### src/rtl/hex_display_arbiter_if.sv
// Signal bundle between the PIO/board side and hex_display_arbiter.
// master drives host word, switches and keys; slave (the arbiter) drives the display outputs.
interface hex_display_arbiter_if;
    logic [31:0] host_hex;
    logic [15:0] switches;
    logic [3:0]  button_n;
    logic [55:0] hex_seg;
    logic        owner;
    logic        host_pending;
    logic [31:0] display_word;

    modport master (
        output host_hex, switches, button_n,
        input  hex_seg, owner, host_pending, display_word
    );

    modport slave (
        input  host_hex, switches, button_n,
        output hex_seg, owner, host_pending, display_word
    );
endinterface

### src/rtl/hex_display_arbiter.sv
// Arbitrates the 8-digit seven-segment bank between the PCIe host word and local switches/keys.
// Optional HEX_LEADING_ZERO_BLANK_EN blanks leading zero digits (digit 0 is never blanked).
module hex_display_arbiter #(
    parameter int unsigned DEBOUNCE_CYCLES = 500000,
    parameter int unsigned LOCAL_TIMEOUT   = 250000000,
    parameter int unsigned CNT_W           = 28
) (
    input  logic                  clk,
    input  logic                  reset,
    hex_display_arbiter_if.slave  bus
);
    typedef enum logic [1:0] {ST_HOST, ST_LOCAL, ST_HANDBACK} state_t;

    logic [3:0]       btn_s1, btn_s2, key_deb, key_armed, press;
    logic [CNT_W-1:0] deb_cnt [4];
    logic [31:0]      host_q, local_reg, local_reg_d, display_word_q, display_d;
    logic [15:0]      sw_q;
    logic             host_pending_q, host_pending_d, owner_q;
    logic             host_chg, sw_chg;
    logic [CNT_W-1:0] idle_cnt, idle_d;
    logic [55:0]      seg_q, seg_d;
    state_t           state, state_d;

    // A key is armed only after it has been seen released, so a key held
    // through reset release cannot produce a press.
    always_ff @(posedge clk or posedge reset) begin
        if (reset) begin
            btn_s1    <= '0;
            btn_s2    <= '0;
            key_deb   <= '1;
            key_armed <= '0;
            press     <= '0;
            for (int unsigned k = 0; k < 4; k++) deb_cnt[k] <= '0;
        end else begin
            btn_s1 <= bus.button_n;
            btn_s2 <= btn_s1;
            for (int unsigned k = 0; k < 4; k++) begin
                press[k] <= 1'b0;
                if (btn_s2[k] == key_deb[k]) begin
                    deb_cnt[k] <= '0;
                    if (btn_s2[k]) key_armed[k] <= 1'b1;
                end else if (deb_cnt[k] == CNT_W'(DEBOUNCE_CYCLES - 1)) begin
                    deb_cnt[k] <= '0;
                    key_deb[k] <= btn_s2[k];
                    press[k]   <= key_armed[k] & ~btn_s2[k];
                end else begin
                    deb_cnt[k] <= deb_cnt[k] + 1'b1;
                end
            end
        end
    end

    assign host_chg = (bus.host_hex != host_q);
    assign sw_chg   = (bus.switches != sw_q);

    always_ff @(posedge clk or posedge reset) begin
        if (reset) begin
            state          <= ST_HOST;
            owner_q        <= 1'b0;
            host_q         <= '0;
            sw_q           <= '0;
            local_reg      <= '0;
            display_word_q <= '0;
            host_pending_q <= 1'b0;
            idle_cnt       <= '0;
            seg_q          <= {8{7'h40}};
        end else begin
            state          <= state_d;
            owner_q        <= (state_d == ST_LOCAL);
            host_q         <= bus.host_hex;
            sw_q           <= bus.switches;
            local_reg      <= local_reg_d;
            display_word_q <= display_d;
            host_pending_q <= host_pending_d;
            idle_cnt       <= idle_d;
            seg_q          <= seg_d;
        end
    end

    always_comb begin
        state_d        = state;
        display_d      = display_word_q;
        local_reg_d    = local_reg;
        host_pending_d = host_pending_q;
        idle_d         = idle_cnt;
        unique case (state)
            ST_HOST: begin
                display_d = bus.host_hex;
                idle_d    = '0;
                if (press[0]) begin
                    state_d     = ST_LOCAL;
                    local_reg_d = {16'h0, bus.switches};
                end
            end
            ST_LOCAL: begin
                display_d = local_reg;
                if (host_chg) host_pending_d = 1'b1;
                idle_d = ((|press) || sw_chg) ? '0 : idle_cnt + 1'b1;
                // Leaving takes priority over a reload in the same cycle.
                if (press[0] || (idle_cnt == CNT_W'(LOCAL_TIMEOUT - 1)))
                    state_d = ST_HANDBACK;
                else if (press[1])
                    local_reg_d = {16'h0, bus.switches};
            end
            ST_HANDBACK: begin
                display_d      = bus.host_hex;
                host_pending_d = 1'b0;
                idle_d         = '0;
                state_d        = ST_HOST;
            end
            default: state_d = ST_HOST;
        endcase
    end

    function automatic logic [6:0] seg7(input logic [3:0] nib);
        case (nib)
            4'h0: seg7 = 7'h40;  4'h1: seg7 = 7'h79;
            4'h2: seg7 = 7'h24;  4'h3: seg7 = 7'h30;
            4'h4: seg7 = 7'h19;  4'h5: seg7 = 7'h12;
            4'h6: seg7 = 7'h02;  4'h7: seg7 = 7'h78;
            4'h8: seg7 = 7'h00;  4'h9: seg7 = 7'h10;
            4'hA: seg7 = 7'h08;  4'hB: seg7 = 7'h03;
            4'hC: seg7 = 7'h46;  4'hD: seg7 = 7'h21;
            4'hE: seg7 = 7'h06;  default: seg7 = 7'h0E;
        endcase
    endfunction

    always_comb begin
        seg_d = '1;
        for (int unsigned d = 0; d < 8; d++)
            seg_d[7*d +: 7] = seg7(display_word_q[4*d +: 4]);
`ifdef HEX_LEADING_ZERO_BLANK_EN
        begin
            logic lead;
            lead = 1'b1;
            // Scan from digit 7 down to digit 1; blank while still in the leading zero run.
            for (int unsigned i = 0; i < 7; i++) begin
                if (display_word_q[4*(7-i) +: 4] != 4'h0) lead = 1'b0;
                if (lead) seg_d[7*(7-i) +: 7] = 7'h7F;
            end
        end
`endif
    end

    assign bus.hex_seg      = seg_q;
    assign bus.owner        = owner_q;
    assign bus.host_pending = host_pending_q;
    assign bus.display_word = display_word_q;
endmodule
### src/flat_wrapper.sv
// flat-port wrapper written by rule: the top's interface ports become plain ports
module hex_display_arbiter_flat 
#(
    parameter int unsigned DEBOUNCE_CYCLES = 500000,
    parameter int unsigned LOCAL_TIMEOUT   = 250000000,
    parameter int unsigned CNT_W           = 28
)
  (clk, reset, bus_host_hex, bus_switches, bus_button_n, bus_hex_seg, bus_owner, bus_host_pending, bus_display_word);
  hex_display_arbiter_if bus_i ();
  input  logic clk;
  input  logic reset;
  input wire logic [$bits(bus_i.host_hex)-1:0] bus_host_hex;
  input wire logic [$bits(bus_i.switches)-1:0] bus_switches;
  input wire logic [$bits(bus_i.button_n)-1:0] bus_button_n;
  output wire logic [$bits(bus_i.hex_seg)-1:0] bus_hex_seg;
  output wire logic [$bits(bus_i.owner)-1:0] bus_owner;
  output wire logic [$bits(bus_i.host_pending)-1:0] bus_host_pending;
  output wire logic [$bits(bus_i.display_word)-1:0] bus_display_word;
  assign bus_i.host_hex = bus_host_hex;
  assign bus_i.switches = bus_switches;
  assign bus_i.button_n = bus_button_n;
  assign bus_hex_seg = bus_i.hex_seg;
  assign bus_owner = bus_i.owner;
  assign bus_host_pending = bus_i.host_pending;
  assign bus_display_word = bus_i.display_word;
  hex_display_arbiter #(.DEBOUNCE_CYCLES(DEBOUNCE_CYCLES), .LOCAL_TIMEOUT(LOCAL_TIMEOUT), .CNT_W(CNT_W)) u_core (.clk(clk), .reset(reset), .bus(bus_i));
endmodule
### config.mk
export PLATFORM = sky130hd
export DESIGN_NAME = hex_display_arbiter_flat
export DESIGN_NICKNAME = d
export VERILOG_FILES = /design/src/rtl/hex_display_arbiter_if.sv /design/src/rtl/hex_display_arbiter.sv /design/src/flat_wrapper.sv
export SDC_FILE = /design/constraint.sdc
export NUM_CORES = 1
export LEC_CHECK = 0
export CAP_MARGIN = 0
export CELL_PAD_IN_SITES_DETAIL_PLACEMENT = 0
export CELL_PAD_IN_SITES_GLOBAL_PLACEMENT = 1
export CORE_AREA = 2 2 214 216
export DETAILED_ROUTE_END_ITERATION = 8
export DIE_AREA = 0 0 216 218
export DONT_BUFFER_PORTS = 1
export GPL_ROUTABILITY_DRIVEN = 0
export PLACE_DENSITY = 0.67
export SLEW_MARGIN = 30
export SYNTH_ARGS = -nofsm -noshare
export SYNTH_HDL_FRONTEND = slang
export SYNTH_SLANG_ARGS = --single-unit
### constraint.sdc
create_clock -name clk -period 11.4 [get_ports clk]
set_input_delay 2.28 -clock clk [delete_from_list [all_inputs] [get_ports clk]]
set_output_delay 2.28 -clock clk [all_outputs]
set_load 0.005 [all_outputs]
==> results.ini <==
[outcome]
status = completed

[detailed_routing]
drtPass1Iterations = 4
drtIter0Drc = 700
ant_nets = 0
wirelength_um = 36000
vias_per_cell = 5.11
drc = 0
wl_per_cell_um = 17.3
vias = 10645

[timing]
finalMaxSlewViolations = 0
period_minus_slack_ns = 3.67
finalSetupTns_ns = 0
finalCritPeriodShare_pct = 32.2
hold_violations = 0
worstMarginPinSlew_ns = 0.806
finClkSkew_ns = 0.0148
fmax_mhz = 272
setup_violations = 0
max_slew_margin_pct = 46.3
rsz0062_at_grt = no

[yosys]
yosysTopAreaCell = dfrtp_1
synth_cell_type_count = 66
synth_area_per_cell_um2 = 10.5
synth_seq_cells = 316
synth_nets = 1579
synth_top_area_share_pct = 49.1
yosysSeqAreaShare_pct = 51.2
async_reset_ff_share_pct = 100
yosysWarnings = 0
yosys-top-cells-area = dfrtp_1, xor2_1, nor2_1
synthFlopType = dfrtp_1
synth_area_mm2 = 0.0155
synth-edff-count = 0
ys_top_cells_by_count = dfrtp_1, nor2_1, xor2_1, nand2_1, nand3_1
syn_inst = 1468
synth.most_common_cell = dfrtp_1

[floorplanning]
die_height_um = 218
io_pins = 144
die-area_mm2 = 0.0471
core_area_mm2 = 0.0449
rows = 78
die_x_um = 216
start_util_pct = 34.5

[clock_network]
postCtsHoldBufs = 0
path_clk_slew_ns = 0.06
clock_sinks = 316
cts_max_level = 2
cts_setup_buffers = 0
clockBufferDepth = 3
cts_resized = 0
cts_tree = built
cts-root-buf = clkbuf_16
clock_latency_ns = 0.54
cts_buffers = 38

[global_route]
grt_overflow = 0
grt_antenna_before_repair = 0
grt_pass1_wl_um = 58800
grt_pass1_vias = 10646
grtUsageTotal_pct = 15.5
grt_start_max_net_pins = 105

[placement]
dp_hpwl_um = 24400
io_buffers = 0

[worst_setup_path]
path_class = in -> reg
r2r-start = u_core.idle_cnt[0]
worst-path-max-fanout = 31
cp_slowest_cell = nand2_1
cp-start-kind = primary input
rr_endpoint = u_core.local_reg[9]
r2r_slack_ns = 8.91
crit_arrival_ns = 4.10
crit_chain = xnor2_1 -> nand4_1 -> nor3_2 -> buf_4 -> nand2_1 -> o311ai_1
critical_path_required_ns = 11.83
crit_path_max_incr_delay_ns = 0.40
critPathLaunch = bus_switches[5]
critPathCaptureType = flip-flop
reg2reg_depth = 6

[min_path]
min_from = u_core.btn_s1[3]
hold_class = reg -> reg
holdPathEnd = u_core.btn_s2[3]
min_delay_path_depth = 0

[layout]
largest_reg_flops = 112
drive_gt1_share_pct = 10.2
finish.utilization_pct = 38.5
antenna_cells = 0
syn_to_final_growth_pct = 11.7
largest_register = u_core.deb_cnt
fin_nets = 1567

[power]
p_leak_uw = 0.00745
vdd_drop_max_mv = 0.0946
powerDensity_mw_per_mm2 = 149

[run]
maxCapViolations = 0

## worst max-delay path by stage
stage / end / slack (ns)
final: u_core.idle_cnt[20] / 7.73
after global routing: u_core.idle_cnt[20] / 7.62
after CTS: u_core.idle_cnt[20] / 7.78
after detailed placement: u_core.idle_cnt[20] / 7.20
after global placement: u_core.idle_cnt[20] / 7.23
after floorplan: u_core.btn_s1[0] / 0.40
## placed cells by master, fill, tap and decap left out, drive strengths merged, types with 5 or more instances in the layout
cell	synthesis	final
or3	5	5
nand3	98	98
nor3	15	15
o21ai	45	45
nor4b	11	11
xor2	107	107
mux2i	32	32
buf	26	8
nand2	107	107
nand4	72	72
mux2	20	20
mux4	8	8
dfrtp	304	304
or3b	8	8
and3	21	21
o21a	8	8
nor2b	8	8
and2	10	10
nor3b	8	8
dfstp	12	12
nand4b	8	8
clkbuf	34	57
nand2b	11	11
o211ai	12	12
bufinv	0	5
xnor2	44	44
clkinv	0	5
inv	54	55
nor2	196	196
nor4	29	29
a22o	16	16
a32o	8	8
a31oi	13	13
a21oi	20	20
ha	57	57
or2	13	13
and4	18	18
## report_power, final
group	internal (µW)	switching (µW)	total (µW)
sequential	1160	43.4	1210
combinational	48.7	70.8	119
clock	770	474	1240
total	1980	588	2570
## per-layer routing
layer  share of wire [%]  vias up  GRT usage, %
li1                    -     5067             -
met1                  47     5320          21.0
met2                  45      209          24.1
met3                 5.6       49          3.84
met4                 2.4        0          5.23
met5                   0        -             0
## critical path: cells and delay by family
kind            cells  cell delay [ns]
compound gates      1             0.39
simple gates        3             0.95
xor+xnor            1             0.13
buf+inv             1             0.34
## logic make-up (layout without fill, tap and decap cells)
logic type                 after synthesis  in the layout  synth area share, %
adders and majority gates               57             57                 4.61
AOI/OAI and AO/OA                      130            130                 5.58
muxes                                   60             60                 4.93
and+or+nand+nor                        640            640                 21.9
buffers and inverters                  114            130                 3.33
xor gates and xnor gates               151            151                 8.54
DFF                                    316            316                 51.2
## per-stage QoR
step                cells  cell area, µm²  power, µW  worst slack (ns)  hold slack (ns)
global route         2084           17300       2690              7.62            0.365
global placement     2016           16000       1350              7.23            0.338
CTS                  2084           17300       2610              7.78            0.351
floorplan            1468           15500       1310             0.397            0.331
finish               2084           17300       2570              7.73            0.350
detailed placement   2016           16000       1350              7.20            0.339
## cell type report
type / count / area [µm²]
sequential: 316 / 7930
tap: 600 / 751
inverter: 54 / 210
clock inverter: 11 / 184
fill: 4419 / 27600
clock buffer: 57 / 1080
timing repair buffer: 8 / 71.3
multi-input combinational: 1038 / 7060
Note: power is estimated with default switching activity, not from simulation.
